`config.mk`:
```
export PLATFORM = sky130hd
export DESIGN_NAME = cv32e40p_fifo_th
export DESIGN_NICKNAME = d
export VERILOG_FILES = /design/src/rtl/cv32e40p_pkg.sv /design/src/rtl/cv32e40p_fifo_ptr.sv /design/src/rtl/cv32e40p_fifo_th.sv
export SDC_FILE = /design/constraint.sdc
export NUM_CORES = 1
export LEC_CHECK = 0
export ABC_AREA = 1
export BUFFER_PORTS_ARGS = -buffer_cell sky130_fd_sc_hd__buf_2
export CAP_MARGIN = 20
export CORE_MARGIN = 8
export CORE_UTILIZATION = 45
export CTS_CLUSTER_SIZE = 30
export DETAILED_ROUTE_END_ITERATION = 7
export HOLD_SLACK_MARGIN = 0.1
export PLACE_DENSITY = 0.71
export REMOVE_ABC_BUFFERS = 1
export SLEW_MARGIN = 20
export SYNTH_ARGS = -nofsm -noshare
export SYNTH_HDL_FRONTEND = slang
export SYNTH_SLANG_ARGS = --single-unit
```
`constraint.sdc`:
```
create_clock -name clk_i -period 2.9 [get_ports clk_i]
set_clock_uncertainty 0.1 [all_clocks]
set_input_delay 0.58 -clock clk_i [delete_from_list [all_inputs] [get_ports clk_i]]
set_output_delay 0.58 -clock clk_i [all_outputs]
set_load 0.005 [all_outputs]
```
`src/rtl/cv32e40p_pkg.sv`:
```
// Shared core package: FIFO sizing constants, error-flag struct and threshold helpers.
package cv32e40p_pkg;

  localparam int unsigned FIFO_MAX_DEPTH = 256;

  typedef struct packed {
    logic ovf;
    logic unf;
  } fifo_err_t;

  function automatic int unsigned fifo_addr_w(input int unsigned depth);
    return (depth > 1) ? $clog2(depth) : 1;
  endfunction

  function automatic logic fifo_cnt_ge(input int unsigned cnt, input int unsigned th);
    return cnt >= th;
  endfunction

  function automatic logic fifo_cnt_le(input int unsigned cnt, input int unsigned th);
    return cnt <= th;
  endfunction

endpackage

```
`src/rtl/cv32e40p_fifo_ptr.sv`:
```
// Pointer that wraps from DEPTH-1 back to 0; clear beats load beats increment.
module cv32e40p_fifo_ptr #(
  parameter int unsigned DEPTH = 8,
  parameter int unsigned AW    = 3
) (
  input  logic          clk_i,
  input  logic          rst_ni,
  input  logic          clr_i,
  input  logic          load_i,
  input  logic [AW-1:0] load_val_i,
  input  logic          inc_i,
  output logic [AW-1:0] ptr_o,
  output logic [AW-1:0] ptr_inc_o
);

  localparam logic [AW-1:0] LAST = AW'(DEPTH - 1);

  logic [AW-1:0] ptr_q, ptr_d;

  assign ptr_inc_o = (ptr_q == LAST) ? '0 : ptr_q + 1'b1;
  assign ptr_o     = ptr_q;

  always_comb begin
    ptr_d = ptr_q;
    if (clr_i)       ptr_d = '0;
    else if (load_i) ptr_d = load_val_i;
    else if (inc_i)  ptr_d = ptr_inc_o;
  end

  always_ff @(posedge clk_i or negedge rst_ni) begin
    if (!rst_ni) ptr_q <= '0;
    else         ptr_q <= ptr_d;
  end

endmodule

```
`src/rtl/cv32e40p_fifo_th.sv`:
```
// Synchronous FIFO with any depth, almost-full/empty thresholds, sticky
// overflow/underflow flags, flush / flush-but-first and optional fall-through.
module cv32e40p_fifo_th
  import cv32e40p_pkg::*;
#(
  parameter bit          FALL_THROUGH = 1'b0,
  parameter int unsigned DATA_WIDTH   = 32,
  parameter int unsigned DEPTH        = 8,
  parameter int unsigned ADDR_DEPTH   = fifo_addr_w(DEPTH),
  parameter int unsigned AF_THRESH    = DEPTH - 1,
  parameter int unsigned AE_THRESH    = 1
) (
  input  logic                  clk_i,
  input  logic                  rst_ni,
  input  logic                  flush_i,
  input  logic                  flush_but_first_i,
  input  logic                  testmode_i,
  input  logic                  clear_err_i,
  input  logic                  push_i,
  input  logic [DATA_WIDTH-1:0] data_i,
  output logic                  full_o,
  output logic                  almost_full_o,
  input  logic                  pop_i,
  output logic [DATA_WIDTH-1:0] data_o,
  output logic                  empty_o,
  output logic                  almost_empty_o,
  output logic [ADDR_DEPTH:0]   cnt_o,
  output logic                  overflow_o,
  output logic                  underflow_o
);

  localparam int unsigned CW = ADDR_DEPTH + 1;

  logic [CW-1:0]         cnt_q, cnt_d;
  fifo_err_t             err_q, err_d;
  logic [ADDR_DEPTH-1:0] rptr, rptr_inc, wptr, wptr_inc;
  logic [DATA_WIDTH-1:0] mem_q [DEPTH];
  logic [DEPTH-1:0]      mem_we;

  logic cnt_zero, flush_any, ft_active, bypass, push_acc, pop_acc;
  logic ptr_clr, wptr_load;
  logic unused_testmode;

  assign unused_testmode = testmode_i;

  assign cnt_zero  = (cnt_q == '0);
  assign full_o    = (cnt_q == CW'(DEPTH));
  assign flush_any = flush_i | flush_but_first_i;

  // Fall-through: an empty FIFO presents the incoming word directly.
  assign ft_active = FALL_THROUGH & cnt_zero & push_i;
  assign bypass    = ft_active & pop_i;

  assign empty_o = cnt_zero & ~ft_active;
  assign data_o  = ft_active ? data_i : mem_q[rptr];

  assign push_acc = push_i & ~full_o & ~bypass & ~flush_any;
  assign pop_acc  = pop_i & ~cnt_zero & ~flush_any;

  assign ptr_clr   = flush_i | (flush_but_first_i & cnt_zero);
  assign wptr_load = flush_but_first_i & ~cnt_zero;

  always_comb begin
    cnt_d = cnt_q;
    if (ptr_clr)        cnt_d = '0;
    else if (wptr_load) cnt_d = CW'(1);
    else                cnt_d = cnt_q + CW'(push_acc) - CW'(pop_acc);
  end

  // Set wins over clear; no errors are raised during flush cycles.
  always_comb begin
    err_d.ovf = (push_i & full_o & ~flush_any) | (err_q.ovf & ~clear_err_i);
    err_d.unf = (pop_i & empty_o & ~flush_any) | (err_q.unf & ~clear_err_i);
  end

  always_ff @(posedge clk_i or negedge rst_ni) begin
    if (!rst_ni) begin
      cnt_q <= '0;
      err_q <= '0;
    end else begin
      cnt_q <= cnt_d;
      err_q <= err_d;
    end
  end

  assign cnt_o          = cnt_q;
  assign overflow_o     = err_q.ovf;
  assign underflow_o    = err_q.unf;
  assign almost_full_o  = fifo_cnt_ge(32'(cnt_q), AF_THRESH);
  assign almost_empty_o = fifo_cnt_le(32'(cnt_q), AE_THRESH);

  cv32e40p_fifo_ptr #(.DEPTH(DEPTH), .AW(ADDR_DEPTH)) u_rptr (
    .clk_i      (clk_i),
    .rst_ni     (rst_ni),
    .clr_i      (ptr_clr),
    .load_i     (1'b0),
    .load_val_i ('0),
    .inc_i      (pop_acc),
    .ptr_o      (rptr),
    .ptr_inc_o  (rptr_inc)
  );

  cv32e40p_fifo_ptr #(.DEPTH(DEPTH), .AW(ADDR_DEPTH)) u_wptr (
    .clk_i      (clk_i),
    .rst_ni     (rst_ni),
    .clr_i      (ptr_clr),
    .load_i     (wptr_load),
    .load_val_i (rptr_inc),
    .inc_i      (push_acc),
    .ptr_o      (wptr),
    .ptr_inc_o  (wptr_inc)
  );

  logic [ADDR_DEPTH-1:0] unused_wptr_inc;
  assign unused_wptr_inc = wptr_inc;

  // Per-entry write enable; this is also the clock-gate enable of each entry.
  always_comb begin
    mem_we = '0;
    if (push_acc) mem_we[wptr] = 1'b1;
  end

  for (genvar gi = 0; gi < DEPTH; gi++) begin : g_mem
    always_ff @(posedge clk_i or negedge rst_ni) begin
      if (!rst_ni)         mem_q[gi] <= '0;
      else if (mem_we[gi]) mem_q[gi] <= data_i;
    end
  end

endmodule

```
## Word level (Yosys, flattened, before mapping)

Index checks and enable logic that the tools add are counted.

| cells by class | value |
|---|---|
| reduce and logical (&&, ||, !) cells | 4 |
| bitwise operators | 21 |
| add/subtract/negate cells | 4 |
| equality and inequality tests | 3 |
| $lt $le $gt $ge | 5 |
| mux-type cells | 15 |

Operator list:

| kind | count |
|---|---|
| 32-bit binary-select mux with 3-bit select | 1 |
| 32-bit two-way mux | 2 |
| 3-bit two-way mux | 7 |
| 1-bit AND | 12 |
| 4-bit two-way mux | 2 |
| 8-bit two-way mux | 1 |
| 3-bit by 1-bit adder with 3-bit output, second input constant | 2 |
| 3-bit == test, second input constant | 2 |
| 4-bit by 1-bit adder with 4-bit output | 1 |
| 4-bit == test, second input constant | 1 |
| 4-bit by 3-bit greater-or-equal comparator with 1-bit output, second input constant | 1 |
| 4-bit greater-or-equal comparator, second input constant | 1 |
| 4-bit by 1-bit less-or-equal comparator with 1-bit output, second input constant | 1 |
| 4-bit logical NOT | 1 |
| 3-bit by 4-bit less-than comparator with 1-bit output, second input constant | 1 |
| 1-bit inverter | 4 |
| 3-bit inverter with 4-bit output | 1 |
| 1-bit bitwise OR | 4 |
| 4-bit by 1-bit subtractor with 4-bit output | 1 |
| 1-bit demux with 3-bit select | 1 |
| 3-bit by 1-bit greater-or-equal comparator with 1-bit output, second input constant | 1 |
| 3-bit nonzero test | 1 |
| 2-bit nonzero test | 1 |
| 1-bit logical AND | 1 |
| 1-bit two-way mux | 1 |

| word-level totals | value |
|---|---|
| word-level logic and storage cells | 65 |
| bits in registers | 268 |
| output and inout bits | 42 |

## Logic depth before layout (Yosys ltp)

Gate-level depths: netlist of run 1.

| logic depth | value |
|---|---|
| depth after elaboration | 8 |
| gate-level depth with buffers | 15 |
| gate-level depth less buffers | 13 |

## By module

A second synthesis of run 1 with hierarchy kept.

| unflattened totals | value |
|---|---|
| cell total of the unflattened synthesis | 2122 |
| area total of the unflattened synthesis | 14745.4 um2 |

Modules (own cells, without submodules):

| module | cells each | area an instance (um2) | sequential area each (um2) | instances |
|---|---|---|---|---|
| cv32e40p_fifo_th | 2066 | 14350.0 | 6556.3 | 1 |
| cv32e40p_fifo_ptr | 28 | 197.7 | 75.1 | 2 |

## Least setup slack after synthesis of run 1

OpenSTA, ideal clock, no wires.

| path | value |
|---|---|
| path type | input to register |
| from | input port flush_but_first_i |
| to | register cnt_q[2] (netlist: cnt_o[2]) |
| setup time | 119 ps |
| data required time | 2681 ps |
| setup slack | 266 ps |
| data arrival time | 2416 ps |
| cell stages on the path | 12 |
| path through | nor2_4 nand2_1 nor2_2 buf_4 buf_2 inv_1 ha_1 inv_1 ha_1 fa_1 xnor2_1 nor2_1 |

| on the way | value |
|---|---|
| word-level cells in the longest chain between the ends | 7 |

RTL lines:

| item | RTL line | text |
|---|---|---|
| start: declaration | cv32e40p_fifo_th.sv:16 | `input logic flush_but_first_i,` |
| 1-bit bitwise OR | cv32e40p_fifo_th.sv:48 | `assign flush_any = flush_i \| flush_but_first_i;` |
| 1-bit inverter | cv32e40p_fifo_th.sv:57, cv32e40p_fifo_th.sv:58 |  |
| 1-bit AND | cv32e40p_fifo_th.sv:57 | `assign push_acc = push_i & ~full_o & ~bypass & ~flush_any;` |
| 4-bit by 1-bit adder with 4-bit output | cv32e40p_fifo_th.sv:67 | `else cnt_d = cnt_q + CW'(push_acc) - CW'(pop_acc);` |
| 4-bit by 1-bit subtractor with 4-bit output | cv32e40p_fifo_th.sv:67 |  |
| 4-bit two-way mux | cv32e40p_fifo_th.sv:66 | `else if (wptr_load) cnt_d = CW'(1);` |
| 4-bit two-way mux * | cv32e40p_fifo_th.sv:65 | `if (ptr_clr) cnt_d = '0;` |
| net cnt_d[2] | cv32e40p_fifo_th.sv:34 | `logic [CW-1:0] cnt_q, cnt_d;` |
| end signal: assignment | cv32e40p_fifo_th.sv:81 | `cnt_q <= cnt_d;` |
| end: declaration | cv32e40p_fifo_th.sv:34 |  |

The timed path passes the listed nets; every way through them passes the cells marked *.
A chain may end at the register's enable or synchronous reset.

## Worst setup path in the final report of run 1

| path | value |
|---|---|
| from | register u_rptr.ptr_q[0] (netlist: u_rptr.ptr_o[0]) |
| to | output port data_o[11] |

| on the way | value |
|---|---|
| word-level cells in the longest chain between the ends | 4 |

RTL lines:

| item | RTL line | text |
|---|---|---|
| start: declaration | cv32e40p_fifo_ptr.sv:18 | `logic [AW-1:0] ptr_q, ptr_d;` |
| start signal: assignment | cv32e40p_fifo_ptr.sv:32 | `else ptr_q <= ptr_d;` |
| 3-bit inverter with 4-bit output (not written as such) | cv32e40p_fifo_th.sv:55 | `assign data_o = ft_active ? data_i : mem_q[rptr];` |
| 32-bit binary-select mux with 3-bit select | cv32e40p_fifo_th.sv:55 |  |
| 32-bit two-way mux (not written as such) (2 in a row) | cv32e40p_fifo_th.sv:55 |  |
| end: declaration | cv32e40p_fifo_th.sv:24 | `output logic [DATA_WIDTH-1:0] data_o,` |

No other way between the ends. The select of a mux whose other input is x is not followed.

==> impl_results.md, run 1 <==
* Critical R2R Capture: mem_q[222]$_DFFE_PN0P_
* Met3 GRT Util at around 3.1%
* Worst Path Required at roughly 2.2 ns
* Iteration-0 DRC Markers at 1125
* Primary FF master, synth: dfrtp_1
* TritonCTS Buffers at 29
* First-pass GRT wire length at between 60000 and 70000 um
* Clock-pin slew of the registers on the worst-case setup and hold paths at about 0.060 ns
* Setup slack, reg-to-reg at about 0.28 ns
* Most common cell in the netlist: nand2_1
* Site row count at 63
* Setup TNS Final at 0 ns
* Worst Reg-to-Reg Cells at 9
* Largest net degree at the start of global routing at 131
* Synth cell count leaders: nand2_1, dfrtp_1, nand3_1, nor2_1, o21ai_0
* Max-cap violations at 0
* Crit path max fanout at 25
* CP arrival at ~2.1 ns
* Tot Pwr at 11.1 mW
* Number of global-route vias before repair at between 10000 and 15000
* Initial antenna violation count at 1
* Final Instance Area at ~0.015 mm^2
* Gp weighted congestion at approximately 0.77
* Worst min path class: primary input to flop
* Final Slew Violations at 0
* Cell Area, Synth at ~0.013 mm^2
* Startpoint Class: flop
* Boundary Pins at just over 80
* Clock sinks at between 200 and 300
* GR Overflow Total at 0
* Routing usage on met2 at between 30% and 40%
* Synth unique cells at 23
* Maximum root-to-sink buffer count at 3
* CP endpoint kind: primary output
* WHS at about 0.13 ns
* Pwr dens at 743 mW/mm^2
* Diodes inserted at 0
* Final core occ at approximately half
* Post-route insts no fill at about 2200
* Final ANT Viol Nets at 0
* Leak at a little over 8 nW
* Placement Cell Area at 0.0140 mm^2
* Hold EP: overflow_o$_DFF_PN0_
* CTS tree: built
* Worst slew pin tran at approximately 0.82 ns
* VDD IR-drop max at approximately 0.45 mV
* Avg Vias per Cell at between 5 and 6
* Die area at between 0.03 and 0.04 mm^2
* Yosys reg bits at 268
* CTS Root Cell: clkbuf_16
* Cell taking the most area after synthesis: dfrtp_1
* # DRC at 0
* Status: complete, no violations
* Slew HR at between 40% and 50%
* Hold path depth at 2
* Worst-Skew Late Latency at 0.54 ns
* Die Span Y at 188 um
* Routed wire length per instance at around 17 um
* Die extent in x at about 190 um
* Share of cells above drive strength 1 at between 10% and 20%
* WL final at between 30000 and 40000 um
* Largest cells by area after synthesis: dfrtp_1, nand2_1, nand3_1
* GR peak layer: met2
* DP HPWL at 21400 um
* Minimum clock period at ~2.8 ns
* Vias at between 10000 and 15000
* Fmax at 357 MHz
* H-tree Lvls at 1
* Hold Vio Cnt, Final at 0
* Unrepaired setup endpoints after global routing: true
* Count of warnings emitted by yosys at 0
* Post-synth top area share at around half
* Layout area overhead at 13.0%
* Met1 usage at approximately 29%
* Core area at between 0.02 and 0.03 mm^2
* Avg Cell Area, Syn at between 7 and 8 um^2
* Final worst slack at a little under 0.1 ns
* FFs w/ async S/R, synth at 100%
* Final Setup Violations at 0
* GRT Total Usage at a little over a fifth
* Nets at 1838
* Starting Density at about 45%
* Final Cycle Share at 96.7%
* Sequential share of the synthesized area at approximately 50%
* 1st-pass router iterations at 5
* R2r startpoint: cnt_o[2]$_DFF_PN0_
* Post-synthesis cell count at 1787
* Min-delay src: clear_err_i
* Setup Crit Path Kind: flop to primary output
* Placed insts at 2141
* IO buf count at 80
* Pre-CTS setup slack at about 0.14 ns
* Number of synthesized flops with an enable pin at 0
-- logic make-up after synthesis --
family / share of synthesized area (%)
AND/OR/NAND/NOR: 34.4
flip-flops: 50.5
AO/OA/AOI/OAI: 7.70
buffers and inverters: 6.01
adder cells (fa/ha/maj): 1.28
XOR/XNOR: 0.0660
-- cells in the final DEF (no fill, tap or decap), types with 9 or more instances in the layout --
| master | n |
|---|---|
| nand2_1 | 638 |
| nand3_1 | 267 |
| dfrtp_1 | 266 |
| nor2_1 | 198 |
| o21ai_0 | 163 |
| buf_2 | 79 |
| o21ai_1 | 34 |
| clkbuf_16 | 30 |
| buf_4 | 30 |
| inv_1 | 21 |
| ha_1 | 12 |
| clkbuf_8 | 10 |
| buf_12 | 9 |
-- report_power, final --
group	switching, mW	internal [mW]
sequential	0.421	4.54
combinational	1.54	0.895
clock	1.50	2.26
-- worst max-delay path, cell delays in order, from the launching register on --
cell     delay, ns
dfrtp_4       0.54
inv_6         0.19
buf_6         0.25
o21ai_0       0.13
o21ai_1       0.09
nand2_1       0.08
nand2_1       0.14
buf_2         0.15
-- flip-flops by register name (all words and copies together), names as in the netlist --
| name | flops |
|---|---|
| u_rptr.ptr_o | 3 |
| mem_q | 256 |
| u_wptr.ptr_o | 3 |
| cnt_o | 4 |
| underflow_o | 1 |
| overflow_o | 1 |
-- layer usage --
layer	up-vias	share of wire [%]
met4	2	1.9
met3	53	7.0
met5	-	0.026
li1	5717	-
met1	5707	44
met2	444	47
-- worst max-delay path by stage --
stage                                      startpoint                      to  slack (ns)  depth (start not counted)
after floorplan                     flush_but_first_i    mem_q[0]$_DFFE_PN0P_       -4.80                          6
after CTS                 u_rptr.ptr_o[0]$_DFFE_PN0P_              data_o[24]      -0.009                          7
after global routing      u_rptr.ptr_o[0]$_DFFE_PN0P_              data_o[18]       -0.02                          8
after detailed placement            flush_but_first_i  mem_q[193]$_DFFE_PN0P_        0.14                          8
final                     u_rptr.ptr_o[0]$_DFFE_PN0P_              data_o[11]         0.1                          7
after global placement              flush_but_first_i  mem_q[207]$_DFFE_PN0P_        0.19                          8
-- repair_timing --
action	in CTS	in global routing
buffers inserted	0	1
endpoints found under the setup margin	1	32
pin swaps	0	0
hold endpoints to repair	65	0
cloned	0	1
hold buffers	1	0
resized for setup	1	4
-- cell type report --
class | count | area, um^2
Clock buffer | 43 | 878
Clock inverter | 9 | 100
Fill cell | 2803 | 14300
Multi-Input combinational cell | 1338 | 5820
Timing Repair Buffer | 125 | 912
Tap cell | 390 | 488
Sequential cell | 268 | 6710
Inverter | 23 | 91.3
Power figures use the tool's default switching activity.
==> run 2: changes to the inputs <==
--- a/config.mk
+++ b/config.mk
@@ -8,6 +8,7 @@
 export ABC_AREA = 1
 export BUFFER_PORTS_ARGS = -buffer_cell sky130_fd_sc_hd__buf_2
 export CAP_MARGIN = 20
+export CORE_ASPECT_RATIO = 1.4
 export CORE_MARGIN = 8
 export CORE_UTILIZATION = 45
 export CTS_CLUSTER_SIZE = 30
==> run 2 against run 1 <==
  * Combinational power is essentially flat
  * Final area shrank 0.58%
  * Sequential share of layout area grew 0.26 points
  * Die area grew 0.22%
  * Clock power shrank 7.7%
  * Power shrank 2.7%
  * Register-to-register slack gained 0.02 ns
  * Sequential cell count is the same
  * Worst hold slack gained 0.015 ns
  * Non-clock buffer count grew 1
  * Via count shrank 0.49%
  * Maximum frequency shrank 0.25%
  * Critical endpoint is now data_o[19]
  * Largest cell class unchanged
==> impl_results.md, run 2 (synthesis results as in run 1) <==
* FF+latch area at 0.00671 mm^2
* Die Span Y at 219 um
* Nets at around 1800
* H-tree Lvls at 1
* Delay-heaviest family, CP: buffers and inverters
* Core area at 0.0291 mm^2
* Switching Share at a little under a third
* Area occupied by multi-input gates at approximately 0.0058 mm^2
* Final Cycle Share at a little over nine tenths
* Part of the power in registers at 45.7%
* Final core occ at slightly above 50%
* Worst Path Buf+Inv at 3
* Worst slew pin tran at 0.801 ns
* Placed insts at between 2000 and 2500
* Boundary Pins at 82
* Max reg flops at ~260
* 1st-pass router iterations at 5
* Die area at 0.0353 mm^2
* Gp weighted congestion at just under 0.8
* WL final at ~38000 um
* Setup Crit Path Kind: flop to primary output
* Vias at 11900
* Minimum clock period at approximately 2.8 ns
* Leak at just over 8 nW
* Worst Path Required at 2.22 ns
* CP arrival at roughly 2.1 ns
* Clock network power share at a little under a third
* Initial antenna violation count at 2
* Final Setup Violations at 0
* Crit path max fanout at 15
* Largest net degree at the start of global routing at roughly 140
* Layout area overhead at 12.4%
* Status: complete, no violations
* Clock-pin slew of the registers on the worst-case setup and hold paths at roughly 0.06 ns
* Internal at ~7.4 mW
* Clock sinks at ~270
* Commonest non-fill, non-tap cell in the layout: nand2_1
* CP peak stage delay at 0.59 ns
* Worst min path class: primary input to flop
* Pwr dens at ~730 mW/mm^2
* Final ANT Viol Nets at 0
* Critical path, cell by cell: inv_1 > buf_4 > nand2_1 > nand2_1 > buf_2
* Fmax at about 360 MHz
* Final Slew Violations at 0
* IO buf count at 80
* VDD IR-drop max at 0.404 mV
* # Post-CTS Setup Buffers at 0
* TritonCTS Buffers at 27
* Startpoint Class: flop
* Net Switching at about 3.4 mW
* Reg with most FFs: mem_q
* Number of global-route vias before repair at 11700
* Tot Pwr at 10.8 mW
* # DRC at 0
* Most frequent cells in the layout: nand2_1, nand3_1, dfrtp_1
* Die extent in x at approximately 160 um
* Site row count at between 70 and 80
* Routed wire length per instance at 17.5 um
* Unrepaired setup endpoints after global routing: true
* Share of cells above drive strength 1 at roughly 10%
* Worst-Skew Late Latency at 0.54 ns
* CP endpoint kind: primary output
* Maximum root-to-sink buffer count at 3
* Max-cap violations at 0
* CTS Root Cell: clkbuf_16
* Post-route insts no fill at around 2200
* Hold Vio Cnt, Final at 0
* Iteration-0 DRC Markers at 1208
* # fillers at 2779
* Slowest CP cell: inv_1
* GRT Total Usage at a little over a fifth
* Slew HR at a little under half
* DP HPWL at around 22000 um
* First-pass GRT wire length at 62500 um
* CP dominant cell by count: nand2_1
* Avg Vias per Cell at ~5.4
* CTS tree: built
* Gate power share at between 20% and 30%
* Starting Density at between 40% and 50%
* GR Overflow Total at 0
-- run 2: power groups by stage --
stage	Sequential [mW]	Clock [mW]	Combinational (mW)
after floorplan	4.93	0	1.49
after global placement	4.98	0	2.36
after detailed placement	5.01	0	2.43
after CTS	4.95	3.51	2.44
after global routing	5.05	3.66	2.82
final	4.96	3.46	2.43
-- run 2: through the flow --
step	worst slack (ns)	cell area [um^2]	hold slack, ns	TNS [ns]
after floorplan	-4.80	12600	0.184	-1323.08
after global placement	0.237	14000	0.347	0
after detailed placement	0.214	14000	0.353	0
after CTS	0.0104	14900	0.128	0
after global routing	-0.0101	14900	0.138	-0.0265
final	0.0892	14900	0.146	0
-- run 2: worst paths after layout --
kind,start,endpoint,slack [ns],cells past startpoint
min in group asynchronous,rst_ni,mem_q[157]$_DFFE_PN0P_,0.51,2
max in group asynchronous,rst_ni,mem_q[139]$_DFFE_PN0P_,1.44,3
worst max-delay path,u_rptr.ptr_o[2]$_DFFE_PN0P_,data_o[19],0.09,5
worst min-delay path,clear_err_i,overflow_o$_DFF_PN0_,0.15,2
worst max register to register,cnt_o[2]$_DFF_PN0_,cnt_o[2]$_DFF_PN0_,0.30,11
worst min register to register,mem_q[198]$_DFFE_PN0P_,mem_q[198]$_DFFE_PN0P_,0.36,2
-- run 2: layout make-up --
class / instances / area share (%)
clock inverter: 7 / 0.629
timing repair buffer: 126 / 6.56
sequential: 268 / 45.0
antenna: 1 / 0.0168
multi-input combinational: 1338 / 38.9
tap: 380 / 3.19
inverter: 23 / 0.629
clock buffer: 37 / 5.12
-- run 2: repair_timing --
item,CTS,global route
gates cloned,0,1
pin swaps,0,0
resized for setup,1,3
setup endpoints to repair,5,22
hold endpoints to repair,68,0
hold buffers,1,0
-- run 2: routing by layer --
| metal | vias up | wire length, um | GRT usage, % |
|---|---|---|---|
| met1 | 5643 | 15600 | 27.6 |
| li1 | 5696 | - | - |
| met5 | - | 13 | 0 |
| met2 | 459 | 18800 | 36.7 |
| met4 | 2 | 918 | 7.46 |
| met3 | 64 | 2810 | 3.09 |
